### config.mk
export PLATFORM = sky130hd
export DESIGN_NAME = hazard_ctrl
export DESIGN_NICKNAME = d
export VERILOG_FILES = /design/src/rtl/hazard_ctrl.sv
export SDC_FILE = /design/constraint.sdc
export NUM_CORES = 1
export LEC_CHECK = 0
export BUFFER_PORTS_ARGS = -buffer_cell sky130_fd_sc_hd__buf_2
export CAP_MARGIN = 40
export CORE_ASPECT_RATIO = 1.2
export CORE_MARGIN = 3
export CORE_UTILIZATION = 51
export DETAILED_ROUTE_END_ITERATION = 10
export PLACE_DENSITY = 0.95
export SETUP_SLACK_MARGIN = 0.15
export SYNTH_ARGS = -nofsm -noshare
export SYNTH_HDL_FRONTEND = slang
export SYNTH_SLANG_ARGS = --single-unit
export TNS_END_PERCENT = 20
### constraint.sdc
create_clock -name Clk -period 9.35 [get_ports Clk]
set_input_delay 1.87 -clock Clk [delete_from_list [all_inputs] [get_ports Clk]]
set_output_delay 1.87 -clock Clk [all_outputs]
set_load 0.01 [all_outputs]
### src/rtl/hazard_ctrl.sv
// Hazard control for the D/E/M/W pipeline: decodes the instruction in each stage,
// raises Stall for data and mult/div hazards, and drives the operand forwarding selects.
module hazard_ctrl #(
  parameter int MULT_CYCLES = 5,
  parameter int DIV_CYCLES  = 10
) (
  input  logic        Clk,
  input  logic        Rst_n,
  input  logic [31:0] InstrD,
  input  logic [31:0] InstrE,
  input  logic [31:0] InstrM,
  input  logic [31:0] InstrW,
  output logic        Stall,
  output logic [1:0]  FwdRsD,
  output logic [1:0]  FwdRtD,
  output logic [1:0]  FwdRsE,
  output logic [1:0]  FwdRtE,
  output logic [1:0]  FwdRtM,
  output logic        Busy,
  output logic [31:0] StallCnt
);

  localparam logic [1:0] SEL_RF = 2'd0;
  localparam logic [1:0] SEL_W  = 2'd1;
  localparam logic [1:0] SEL_M  = 2'd2;
  localparam logic [1:0] SEL_E  = 2'd3;

  typedef struct packed {
    logic       rd_rs;
    logic [1:0] tuse_rs;
    logic       rd_rt;
    logic [1:0] tuse_rt;
    logic [4:0] dst;
    logic [1:0] tnew_e;
    logic [1:0] tnew_m;
    logic       is_md;
    logic       is_mult;
    logic       is_hilo;
  } dec_t;

  // Tnew in W is always 0, so only the E and M values are carried.
  function automatic dec_t decode(input logic [5:0] op, input logic [5:0] fn,
                                  input logic [4:0] rt, input logic [4:0] rd);
    dec_t d;
    d = '0;
    case (op)
      6'h00: begin
        case (fn)
          6'h21, 6'h23: begin
            d.rd_rs   = 1'b1;
            d.tuse_rs = 2'd1;
            d.rd_rt   = 1'b1;
            d.tuse_rt = 2'd1;
            d.dst     = rd;
            d.tnew_e  = 2'd1;
          end
          6'h08: begin
            d.rd_rs   = 1'b1;
            d.tuse_rs = 2'd0;
          end
          6'h18, 6'h19, 6'h1A, 6'h1B: begin
            d.rd_rs   = 1'b1;
            d.tuse_rs = 2'd1;
            d.rd_rt   = 1'b1;
            d.tuse_rt = 2'd1;
            d.is_md   = 1'b1;
            d.is_mult = (fn == 6'h18) || (fn == 6'h19);
            d.is_hilo = 1'b1;
          end
          6'h10, 6'h12: begin
            d.dst     = rd;
            d.tnew_e  = 2'd1;
            d.is_hilo = 1'b1;
          end
          6'h11, 6'h13: begin
            d.rd_rs   = 1'b1;
            d.tuse_rs = 2'd1;
            d.is_hilo = 1'b1;
          end
          default: ;
        endcase
      end
      6'h0D: begin
        d.rd_rs   = 1'b1;
        d.tuse_rs = 2'd1;
        d.dst     = rt;
        d.tnew_e  = 2'd1;
      end
      6'h0F: begin
        d.dst    = rt;
        d.tnew_e = 2'd1;
      end
      6'h23: begin
        d.rd_rs   = 1'b1;
        d.tuse_rs = 2'd1;
        d.dst     = rt;
        d.tnew_e  = 2'd2;
        d.tnew_m  = 2'd1;
      end
      6'h2B: begin
        d.rd_rs   = 1'b1;
        d.tuse_rs = 2'd1;
        d.rd_rt   = 1'b1;
        d.tuse_rt = 2'd2;
      end
      6'h04: begin
        d.rd_rs   = 1'b1;
        d.tuse_rs = 2'd0;
        d.rd_rt   = 1'b1;
        d.tuse_rt = 2'd0;
      end
      6'h03: d.dst = 5'd31;
      default: ;
    endcase
    return d;
  endfunction

  // The nearest producer of a register is the one that matters; an older one is shadowed.
  function automatic logic src_stall(input logic rd, input logic [1:0] tuse,
                                     input logic [4:0] src, input dec_t e, input dec_t m);
    logic hit;
    hit = 1'b0;
    if (rd && (src != 5'd0)) begin
      if (src == e.dst)      hit = (tuse < e.tnew_e);
      else if (src == m.dst) hit = (tuse < m.tnew_m);
    end
    return hit;
  endfunction

  function automatic logic [1:0] fwd_sel(input logic rd, input logic [4:0] src,
                                         input logic [4:0] dst_e, input logic ok_e,
                                         input logic [4:0] dst_m, input logic ok_m,
                                         input logic [4:0] dst_w);
    logic [1:0] sel;
    sel = SEL_RF;
    if (rd && (src != 5'd0)) begin
      if (ok_e && (src == dst_e))      sel = SEL_E;
      else if (ok_m && (src == dst_m)) sel = SEL_M;
      else if (src == dst_w)           sel = SEL_W;
    end
    return sel;
  endfunction

  dec_t        w_dec_d;
  dec_t        w_dec_e;
  dec_t        w_dec_m;
  dec_t        w_dec_w;
  logic [4:0]  w_rs_d;
  logic [4:0]  w_rt_d;
  logic [4:0]  w_rs_e;
  logic [4:0]  w_rt_e;
  logic [4:0]  w_rt_m;
  logic        w_ok_e;
  logic        w_ok_m;
  logic        w_data_stall;
  logic        w_md_stall;
  logic        w_busy_raw;
  logic        w_stall;
  logic [3:0]  r_md_cnt;
  logic [31:0] r_stall_cnt;
  logic        w_unused;

  assign w_dec_d = decode(InstrD[31:26], InstrD[5:0], InstrD[20:16], InstrD[15:11]);
  assign w_dec_e = decode(InstrE[31:26], InstrE[5:0], InstrE[20:16], InstrE[15:11]);
  assign w_dec_m = decode(InstrM[31:26], InstrM[5:0], InstrM[20:16], InstrM[15:11]);
  assign w_dec_w = decode(InstrW[31:26], InstrW[5:0], InstrW[20:16], InstrW[15:11]);

  assign w_rs_d = InstrD[25:21];
  assign w_rt_d = InstrD[20:16];
  assign w_rs_e = InstrE[25:21];
  assign w_rt_e = InstrE[20:16];
  assign w_rt_m = InstrM[20:16];

  assign w_unused = ^{w_dec_d, w_dec_e, w_dec_m, w_dec_w,
                      InstrD[10:6], InstrE[10:6], InstrM[25:21], InstrM[10:6],
                      InstrW[25:21], InstrW[10:6]};

  assign w_ok_e = (w_dec_e.tnew_e == 2'd0);
  assign w_ok_m = (w_dec_m.tnew_m == 2'd0);

  assign w_data_stall = src_stall(w_dec_d.rd_rs, w_dec_d.tuse_rs, w_rs_d, w_dec_e, w_dec_m) |
                        src_stall(w_dec_d.rd_rt, w_dec_d.tuse_rt, w_rt_d, w_dec_e, w_dec_m);

  assign w_busy_raw = (r_md_cnt != 4'd0) | w_dec_e.is_md;
  assign w_md_stall = w_dec_d.is_hilo & w_busy_raw;
  assign w_stall    = Rst_n & (w_data_stall | w_md_stall);

  assign Stall    = w_stall;
  assign Busy     = Rst_n & w_busy_raw;
  assign StallCnt = r_stall_cnt;

  // All selects are forced to the regfile/own copy while reset is held.
  always_comb begin
    FwdRsD = SEL_RF;
    FwdRtD = SEL_RF;
    FwdRsE = SEL_RF;
    FwdRtE = SEL_RF;
    FwdRtM = SEL_RF;
    if (Rst_n) begin
      FwdRsD = fwd_sel(w_dec_d.rd_rs, w_rs_d, w_dec_e.dst, w_ok_e,
                       w_dec_m.dst, w_ok_m, w_dec_w.dst);
      FwdRtD = fwd_sel(w_dec_d.rd_rt, w_rt_d, w_dec_e.dst, w_ok_e,
                       w_dec_m.dst, w_ok_m, w_dec_w.dst);
      FwdRsE = fwd_sel(w_dec_e.rd_rs, w_rs_e, 5'd0, 1'b0,
                       w_dec_m.dst, w_ok_m, w_dec_w.dst);
      FwdRtE = fwd_sel(w_dec_e.rd_rt, w_rt_e, 5'd0, 1'b0,
                       w_dec_m.dst, w_ok_m, w_dec_w.dst);
      FwdRtM = fwd_sel(w_dec_m.rd_rt, w_rt_m, 5'd0, 1'b0,
                       5'd0, 1'b0, w_dec_w.dst);
    end
  end

  always_ff @(posedge Clk or negedge Rst_n) begin
    if (!Rst_n) begin
      r_md_cnt <= 4'd0;
    end else if (w_dec_e.is_md && w_dec_e.is_mult) begin
      r_md_cnt <= 4'(MULT_CYCLES);
    end else if (w_dec_e.is_md) begin
      r_md_cnt <= 4'(DIV_CYCLES);
    end else if (r_md_cnt != 4'd0) begin
      r_md_cnt <= r_md_cnt - 4'd1;
    end
  end

  always_ff @(posedge Clk or negedge Rst_n) begin
    if (!Rst_n) begin
      r_stall_cnt <= 32'd0;
    end else if (w_stall && (r_stall_cnt != 32'hFFFF_FFFF)) begin
      r_stall_cnt <= r_stall_cnt + 32'd1;
    end
  end

endmodule

==> results.yml <==
drt:
  drc_errors: 0
  vias: 3992
  wirelength_um: 10700
  vias_per_cell: 6.17
  drt_iter0_drc: 173
  wl_per_cell_um: 16.5
  first_pass_iters: 5
  ant_nets: 0
cts:
  cts_max_path_buffers: 2
  post_cts_buffers: 0
  root_buffer: "clkbuf_8"
  cts_num_sinks: 36
  postCtsHoldBufs: 0
  cts_tree: "yes"
  path_clk_slew_ps: 70
  post_cts_resized: 0
  cts_buffers: 5
  htree_levels: 2
  clkLatencyLatePin_ps: 290
global_route:
  grt_pass1_vias: 3967
  grt.overflow.total: 0
  grtUsageMet2_pct: 47.0
  grt_start_max_net_pins: 71
  use_met1_pct: 30.0
  antenna_found_initial: 0
  gr-usage-all-layers_pct: 26.0
  grt.busiest_layer: "met2"
  grt_pass1_wl_um: 18000
  gr-usage-met3_pct: 4.64
placed_design:
  dp_hpwl_um: 8400
  postPlaceCellArea_mm2: 0.00433
  port_buffers: 135
  placedCellCount: 639
  pre_cts_ws_ps: 3040
  gp_congestion: 0.921
run:
  drv_cap: 0
final_layout:
  instances_no_fill: 647
  area_delta_synth_final_pct: 22.7
  nNetsFinal: 694
  design_area_mm2: 0.00444
  diodes: 0
  final_layout_size_suffix_gt1_share_pct: 28.7
power_and_ir_drop:
  ir_worst_vdd_mv: 0.0880
  p_per_area_mw_per_mm2: 94.1
  power.leakage_uw: 0.00216
sta:
  max_freq_mhz: 157
  whs_ps: 487
  setup_violations: 0
  slew_violations: 0
  rsz0062_at_grt: "false"
  finalWorstPathRequiredPeriod_ps: 6380
  relSlewSlack_pct: 49.0
  hold_viol_final: 0
  fin_ws_ps: 2970
  final.setup.tns_ps: 0
  period_share_pct: 68.2
  skew_ps: 6.71
  worstMarginPinSlew_ps: 765
yosys:
  async_reset_ff_share_pct: 100
  yosysWarnings: 0
  synthSimpleGateAreaFrac_pct: 33.0
  synth_compound_area_share_pct: 15.8
  synth_fa_ha_area_share_pct: 1.39
  synth_top_family_by_area: "simple AND/OR/NAND/NOR gates"
  ys_ff_latch: 36
  syn_inst: 434
  synthFlopType: "dfrtp_1"
  synthesis.nets: 568
  ys_types: 66
  synth_xor_area_share_pct: 20.6
  synth_edf_count: 0
  syn-cell-area_mm2: 0.00361
  synthMuxAreaShare_pct: 0.900
  avgSynthCellArea_um2: 8.33
  synth-seq-area-share_pct: 24.9
floorplan:
  fp.dieW_um: 82.8
  start_util_pct: 52.7
  core_area_mm2: 0.00685
  io_pins: 174
  dieArea_mm2: 0.00814
  placementRows: 33
  die_y_um: 98.2
critical_path:
  cp-start-kind: "input pin"
  cp_data_required_time_ps: 7480
  endpoint_kind: "output port"
  cp_common_cell: "buf_2"
  crit_type: "in2out"
  cp_slowest_cell: "or4_1"
  crit_fanout: 6
  critical-path-max-stage-delay_ps: 570
  worst_ep_arrival_time_ps: 4510
  path_cells: "buf_2, nor4_1, o211a_1, a221o_1, xor2_1, or4_1, o31ai_1, o21a_1, buf_2"
worst_hold_path:
  hp-class: "reg2reg"
outcome:
  status: "finished clean"
[power by group]
group	switching (uW)	internal [uW]	leakage, uW
sequential	8.73	166	0.000490
combinational	65.9	56.2	0.00162
clock	55.4	65.6	0.0000503
[registers in the layout, indices dropped and copies added, names as in the netlist]
signal / flops
r_md_cnt: 4
StallCnt: 32
[cell usage after synthesis, drive strengths merged (2+ instances only)]
| cell | count | area share (%) |
|---|---|---|
| ha | 4 | 1.4 |
| o221a | 2 | 0.62 |
| or4 | 9 | 1.9 |
| nor3 | 22 | 3.0 |
| mux2 | 2 | 0.62 |
| a31oi | 3 | 0.52 |
| xnor2 | 25 | 6.1 |
| a21oi | 15 | 2.2 |
| buf | 3 | 0.66 |
| o211a | 2 | 0.55 |
| nand2 | 27 | 2.8 |
| or2 | 2 | 0.35 |
| nor2b | 7 | 1.2 |
| a221o | 8 | 2.2 |
| o21ai | 7 | 0.97 |
| and3b | 2 | 0.48 |
| or3 | 8 | 1.4 |
| nand4b | 2 | 0.48 |
| and3 | 9 | 1.6 |
| or4bb | 2 | 0.62 |
| nand4 | 19 | 3.3 |
| dfrtp | 36 | 25 |
| clkbuf | 16 | 1.7 |
| nor4b | 5 | 1.9 |
| o21a | 4 | 0.83 |
| nand3b | 3 | 0.62 |
| and4 | 2 | 0.48 |
| nor4 | 21 | 3.6 |
| xor2 | 60 | 15 |
| nand3 | 21 | 2.9 |
| and2 | 2 | 0.35 |
| o31ai | 4 | 0.83 |
| o22a | 2 | 0.48 |
| a211oi | 2 | 0.76 |
| a221oi | 3 | 1.4 |
| nand2b | 5 | 0.87 |
| a22o | 2 | 0.73 |
| o32ai | 2 | 0.48 |
| nor3b | 6 | 1.2 |
| nor2 | 29 | 3.0 |
| inv | 10 | 1.0 |
| o211ai | 3 | 0.62 |
[cell families (layout without fill, tap and decap cells)]
family,Yosys count,in the layout
simple gates,206,206
buf+inv,29,155
other cells,1,1
xor+xnor,85,85
compound gates,70,70
flops,36,36
mux,3,3
fa+ha+maj,4,4
[routing by layer]
layer | up-vias | wire, um
met3 | 34 | 876
li1 | 1875 | -
met5 | - | 0
met1 | 1849 | 4080
met2 | 234 | 5390
met4 | 0 | 320
[placed cells by master (no fill, tap or decap), types with 7 or more instances in the layout]
master and n:
o21ai_0 7, nand2_1 27, inv_1 10, a221o_1 8, or3_1 8, xnor2_1 25, a21oi_1 14, dfrtp_1 36
and3_1 9, nand3_1 21, nor4_1 21, nor2_1 29, nor3_1 21, xor2_1 60, clkbuf_8 7, nor2b_1 7
buf_2 136, or4_1 9, nand4_1 19
[through the flow]
step           power (uW)  utilization (%)
2_1_floorplan         247                -
3_3_place_gp          289             63.2
3_5_place_dp          298             63.2
4_1_cts               417             64.6
5_1_grt               442             64.7
6_report              417             64.7
[worst paths after layout]
path / cells after the start / endpoint / slack, ps / start
worst max-delay path: 9 / Stall / 2970 / InstrM[27]
worst min-delay path: 1 / StallCnt[18] / 490 / StallCnt[18]
worst max register to register: 9 / StallCnt[1] / 6440 / r_md_cnt[0]
worst min register to register: 1 / StallCnt[18] / 490 / StallCnt[18]
max in group asynchronous: 2 / StallCnt[27] / 7110 / Rst_n
min in group asynchronous: 2 / StallCnt[11] / 1730 / Rst_n
[critical path: cells and delay by family]
family                    cells  cell delay [ps]
and+or+nand+nor               2             1120
xor gates and xnor gates      1              120
buffers and inverters         2              280
AOI/OAI and AO/OA             4             1120
[area by class of cell]
cell class                      instances  area [um2]
Clock buffer                            7        96.3
Tap cell                               87         109
Timing Repair Buffer                  138         696
Fill cell                             546        2420
Inverter                               10        37.5
Sequential cell                        36         901
Multi-Input combinational cell        369        2600
No activity file was read; power rests on OpenSTA's default activity.
